$ cat src/rtl/gen_control.sv
// Control stage ahead of the pattern-load/process sequencer: turns raw load, run/pause and step
// buttons into the sequencer's enb/run/trigger strobes, paces RUNNING and counts generations.
module gen_control #(
  parameter int DEBOUNCE_CYCLES = 16,
  parameter int TICK_DIV        = 2500000,
  parameter int LOAD_CYCLES     = 13,
  parameter int GEN_BITS        = 16
) (
  input  logic                clk,
  input  logic                reset_n,
  input  logic                btn_load,
  input  logic                btn_run,
  input  logic                btn_step,
  output logic                enb,
  output logic                run,
  output logic                trigger,
  output logic                busy,
  output logic                running,
  output logic [GEN_BITS-1:0] gen_count
);

  localparam int DB_W   = $clog2(DEBOUNCE_CYCLES + 1);
  localparam int TICK_W = $clog2(TICK_DIV);
  localparam int HOLD_W = $clog2(LOAD_CYCLES + 2);

  localparam int EV_LOAD = 0;
  localparam int EV_RUN  = 1;
  localparam int EV_STEP = 2;

  typedef enum logic [1:0] {
    S_IDLE,
    S_LOADING,
    S_PAUSED,
    S_RUNNING
  } state_e;

  logic [2:0] btn_raw;
  logic [2:0] press;

  assign btn_raw = {btn_step, btn_run, btn_load};

  for (genvar b = 0; b < 3; b++) begin : g_btn
    logic            sync1_q, sync2_q;
    logic            level_q, level_prev_q;
    logic            press_q;
    logic [DB_W-1:0] cnt_q;

    // NOTE: every register here updates with <= so all of them see pre-edge values of each other.
    always_ff @(posedge clk) begin
      if (!reset_n) begin
        sync1_q      <= 1'b0;
        sync2_q      <= 1'b0;
        level_q      <= 1'b0;
        level_prev_q <= 1'b0;
        press_q      <= 1'b0;
        cnt_q        <= '0;
      end else begin
        sync1_q      <= btn_raw[b];
        sync2_q      <= sync1_q;
        level_prev_q <= level_q;
        press_q      <= level_q & ~level_prev_q;
        if (sync2_q == level_q) begin
          cnt_q <= '0;
        end else if (cnt_q == DB_W'(DEBOUNCE_CYCLES - 1)) begin
          level_q <= sync2_q;
          cnt_q   <= '0;
        end else begin
          cnt_q <= cnt_q + DB_W'(1);
        end
      end
    end

    assign press[b] = press_q;
  end

  state_e              state_q, state_d;
  logic [HOLD_W-1:0]   hold_q, hold_d;
  logic [TICK_W-1:0]   tick_q, tick_d;
  logic [GEN_BITS-1:0] gen_q, gen_d;
  logic                enb_q, enb_d;
  logic                run_q, run_d;
  logic                trigger_q, trigger_d;
  logic                busy_q, busy_d;
  logic                running_q, running_d;

  always_ff @(posedge clk) begin
    if (!reset_n) begin
      state_q   <= S_IDLE;
      hold_q    <= '0;
      tick_q    <= '0;
      gen_q     <= '0;
      enb_q     <= 1'b0;
      run_q     <= 1'b0;
      trigger_q <= 1'b0;
      busy_q    <= 1'b0;
      running_q <= 1'b0;
    end else begin
      state_q   <= state_d;
      hold_q    <= hold_d;
      tick_q    <= tick_d;
      gen_q     <= gen_d;
      enb_q     <= enb_d;
      run_q     <= run_d;
      trigger_q <= trigger_d;
      busy_q    <= busy_d;
      running_q <= running_d;
    end
  end

  // NOTE: every *_d gets a default before the case, so no path can leave one unassigned (no latch).
  always_comb begin
    state_d   = state_q;
    hold_d    = hold_q;
    tick_d    = tick_q;
    gen_d     = gen_q;
    enb_d     = 1'b0;
    run_d     = 1'b0;
    trigger_d = 1'b0;
    busy_d    = 1'b0;
    running_d = 1'b0;

    case (state_q)
      S_IDLE: begin
        if (press[EV_LOAD]) begin
          state_d = S_LOADING;
          enb_d   = 1'b1;
          busy_d  = 1'b1;
          gen_d   = '0;
          hold_d  = HOLD_W'(LOAD_CYCLES + 1);
        end
      end
      S_LOADING: begin
        // Presses are dropped here: a trigger with run high would abort the write sequence.
        busy_d = 1'b1;
        hold_d = hold_q - HOLD_W'(1);
        if (hold_q <= HOLD_W'(1)) begin
          state_d = S_PAUSED;
          busy_d  = 1'b0;
        end
      end
      S_PAUSED: begin
        if (press[EV_LOAD]) begin
          state_d = S_LOADING;
          enb_d   = 1'b1;
          busy_d  = 1'b1;
          gen_d   = '0;
          hold_d  = HOLD_W'(LOAD_CYCLES + 1);
        end else if (press[EV_RUN]) begin
          state_d   = S_RUNNING;
          tick_d    = TICK_W'(TICK_DIV - 1);
          run_d     = 1'b1;
          running_d = 1'b1;
        end else if (press[EV_STEP]) begin
          trigger_d = 1'b1;
          run_d     = 1'b1;
          gen_d     = gen_q + GEN_BITS'(1);
        end
      end
      S_RUNNING: begin
        run_d     = 1'b1;
        running_d = 1'b1;
        if (press[EV_LOAD]) begin
          state_d   = S_LOADING;
          enb_d     = 1'b1;
          busy_d    = 1'b1;
          gen_d     = '0;
          hold_d    = HOLD_W'(LOAD_CYCLES + 1);
          run_d     = 1'b0;
          running_d = 1'b0;
        end else if (press[EV_RUN]) begin
          state_d   = S_PAUSED;
          run_d     = 1'b0;
          running_d = 1'b0;
        end else if (tick_q == '0) begin
          trigger_d = 1'b1;
          gen_d     = gen_q + GEN_BITS'(1);
          tick_d    = TICK_W'(TICK_DIV - 1);
        end else begin
          tick_d = tick_q - TICK_W'(1);
        end
      end
      default: state_d = S_IDLE;
    endcase
  end

  assign enb       = enb_q;
  assign run       = run_q;
  assign trigger   = trigger_q;
  assign busy      = busy_q;
  assign running   = running_q;
  assign gen_count = gen_q;

endmodule
$ cat config.mk
export PLATFORM = sky130hd
export DESIGN_NAME = gen_control
export DESIGN_NICKNAME = d
export VERILOG_FILES = /design/src/rtl/gen_control.sv
export SDC_FILE = /design/constraint.sdc
export NUM_CORES = 1
export LEC_CHECK = 0
export CAP_MARGIN = 20
export CORE_MARGIN = 5
export CORE_UTILIZATION = 58
export CTS_CLUSTER_DIAMETER = 40
export DETAILED_ROUTE_END_ITERATION = 10
export PLACE_DENSITY_LB_ADDON = 0.25
export RECOVER_POWER = 25
export SYNTH_ARGS = -nofsm -noshare
export SYNTH_HDL_FRONTEND = slang
export SYNTH_SLANG_ARGS = --single-unit
$ cat constraint.sdc
create_clock -name clk -period 2.9 [get_ports clk]
set_input_delay 0.87 -clock clk [delete_from_list [all_inputs] [get_ports clk]]
set_output_delay 0.87 -clock clk [all_outputs]
set_load 0.03 [all_outputs]
==> flow_summary.yaml <==
run_status:
  status: "finished, final reports clean"
logic_synthesis:
  synth_fa_ha_area_share_pct: 3.55
  synthCells: 387
  netlist_area_um2: 3530
  avgSynthCellArea_um2: 9.11
  synth_edf_count: 0
  ys_ff_latch: 79
  synthesis.nets: 402
  synth_mux_area_share_pct: 2.27
  yosys.area_share.simple_pct: 26.0
  yosysSeqAreaShare_pct: 44.8
  yosys_warnings: 0
  synth_cell_types: 48
  yosys.area_share.xor_xnor_pct: 6.21
  ys_async_sr_fraction_pct: 0
  synth-compound-area-share_pct: 14.0
  synth_top_family_by_area: "simple AND/OR/NAND/NOR gates"
  synthFlopType: "dfxtp_1"
clock_tree:
  htree_levels: 3
  insertion_delay_ns: 0.35
  cts_tree: "yes"
  clk_path_buf_depth: 2
  clock_tree.root_cell: "clkbuf_8"
  clk_pin_slew_worst_paths_ns: 0.08
  cts_setup_buffers: 0
  cts_hold_repair.buffers: 0
  post_cts_resized: 0
  numCtsBuffers: 9
  cts_sinks: 79
detailed_routing:
  drtPass1Iterations: 4
  wirelength_mm: 6.95
  drc: 0
  via_per_inst: 5.67
  ant_nets: 0
  routedWlPerCell_um: 14.0
  drtIter0Drc: 142
  vias: 2811
critical_path:
  end_kind: "flop"
  arrival_ns: 2.75
  crit_type: "primary input to flop"
  worstPathMaxFanout: 20
  cp.required_ns: 3.17
  r2r_setup_slack_ns: 0.61
  critPathLaunchType: "primary input"
floorplan:
  start_util_pct: 59.6
  core_area_um2: 5920
  rows: 28
  ios: 26
  die_w_um: 88.0
  fp.dieArea_um2: 7740
  die_y_um: 88.0
sta:
  hold_viol: 0
  rsz0062_at_grt: "no"
  tightest_slew_ns: 0.855
  max_clock_freq_mhz: 402
  tns_ns: 0
  fin_crit_sh_pct: 85.8
  setup_viol: 0
  relSlewSlack_pct: 43.0
  skew_ns: 0.00704
  period_minus_slack_ns: 2.49
  slew_viol_final: 0
cells_and_area:
  layout.nets: 431
  mostFrequentLayoutCells: "dfxtp_1 (79), nor2_1 (42), nand2_1 (27)"
  drive_gt1_share_pct: 7.60
  diodes: 0
  mostFrequentLayoutCell: "dfxtp_1"
  area_growth_pct: 15.1
global_route:
  first_global_vias: 2630
  antenna_found_initial: 0
  grt_usage_pct: 19.2
  grt_first_pass_wirelength_mm: 11.7
  grt_max_degree: 24
  grt_overflow_total: 0
power_and_ir_drop:
  p_leak_nw: 1.49
  ir_worst_vdd_mv: 0.495
  finalPower_mw: 1.94
  p_per_area_nw_per_um2: 479
min_path:
  worstHoldPathType: "flop to flop"
placed_design:
  portBuffers: 25
  dp_hpwl_mm: 4.81
  place.gp.congestion: 0.811
flow_run:
  max_cap_violations: 0
[critical path: stages]
cell and delay (ns):
dlygate4sd3_1 0.64, clkbuf_1 0.67, o21ai_2 0.34, a21oi_1 0.23
[report_power, final]
part           internal [mW]  leakage (nW)  switching, mW  total (mW)
clock network          0.425        0.0968          0.394       0.819
registers               1.09         0.638        0.00242        1.09
logic                 0.0115         0.753         0.0222      0.0337
total                   1.53          1.49          0.419        1.94
[kinds of logic (layout without fill, tap and decap cells)]
kind of cell,after synthesis,count (layout)
flip-flops,79,79
AND/OR/NAND/NOR,166,166
multiplexers,8,8
adder cells (fa/ha/maj),10,10
XOR/XNOR,25,25
AO/OA/AOI/OAI,72,72
buffers and inverters,27,61
[synthesized netlist by cell type, drive strengths merged (3+ instances only)]
cell	n	share of area, %
nor3	14	2.4
inv	12	1.3
and3	8	1.4
buf	3	0.60
nand4	7	1.7
clkbuf	12	1.3
or4	5	1.3
nand2b	8	1.4
nor2b	6	1.1
nand3	18	2.6
and4	4	0.99
nor2	42	4.5
a2111o	10	3.2
and2	11	2.0
xor2	10	2.5
nand3b	3	0.64
a21oi	21	3.0
dfxtp	79	45
or3	4	0.71
ha	10	3.5
a21o	8	1.7
xnor2	15	3.7
o31ai	4	0.85
mux2i	8	2.3
nand2	27	2.9
o21ai	18	2.7
[stage by stage]
step	cell area [um^2]	setup WS (ns)	hold slack, ns	std cells	util [%]
6_report	4060	0.413	0.388	496	68.6
5_1_grt	4060	0.264	0.396	496	68.6
4_1_cts	4070	0.503	0.393	496	68.7
3_5_place_dp	3860	0.394	0.381	480	65.3
3_3_place_gp	3860	0.452	0.373	480	65.3
2_1_floorplan	3530	0.895	0.367	387	-
[flip-flops by register name, summed over array words and instances, names as in the netlist]
register	cells
busy	1
enb	1
g_btn.cnt_q	15
g_btn.level_prev_q	3
g_btn.level_q	3
g_btn.press_q	3
g_btn.sync1_q	3
g_btn.sync2_q	3
gen_count	16
hold_q	4
run	1
running	1
state_q	2
tick_q	22
trigger	1
[metal layers]
layer	GRT usage (%)	wire, um	share of wire (%)	vias up
li1	-	-	-	1432
met1	23.8	3180	46	1328
met2	31.6	3420	49	38
met3	3.48	207	3.0	13
met4	10.3	146	2.1	0
met5	0	0	0	-
[layout make-up]
class | count | area [um^2]
well taps | 75 | 93.8
fillers | 481 | 1860
repair buffers | 33 | 307
multi-input cells | 281 | 1830
clock buffers | 12 | 145
inverters | 12 | 45.0
flip-flops and latches | 79 | 1580
clock inverters | 4 | 55.1
[path summary, 6_finish.rpt]
kind	from	endpoint	cells after the start
hold reg to reg	g_btn[0].level_prev_q	g_btn[0].press_q	1
setup / recovery	reset_n	tick_q[15]	4
hold / removal	g_btn[0].level_prev_q	g_btn[0].press_q	1
setup reg to reg	tick_q[15]	gen_count[3]	6
Note: power is estimated with default switching activity, not from simulation.
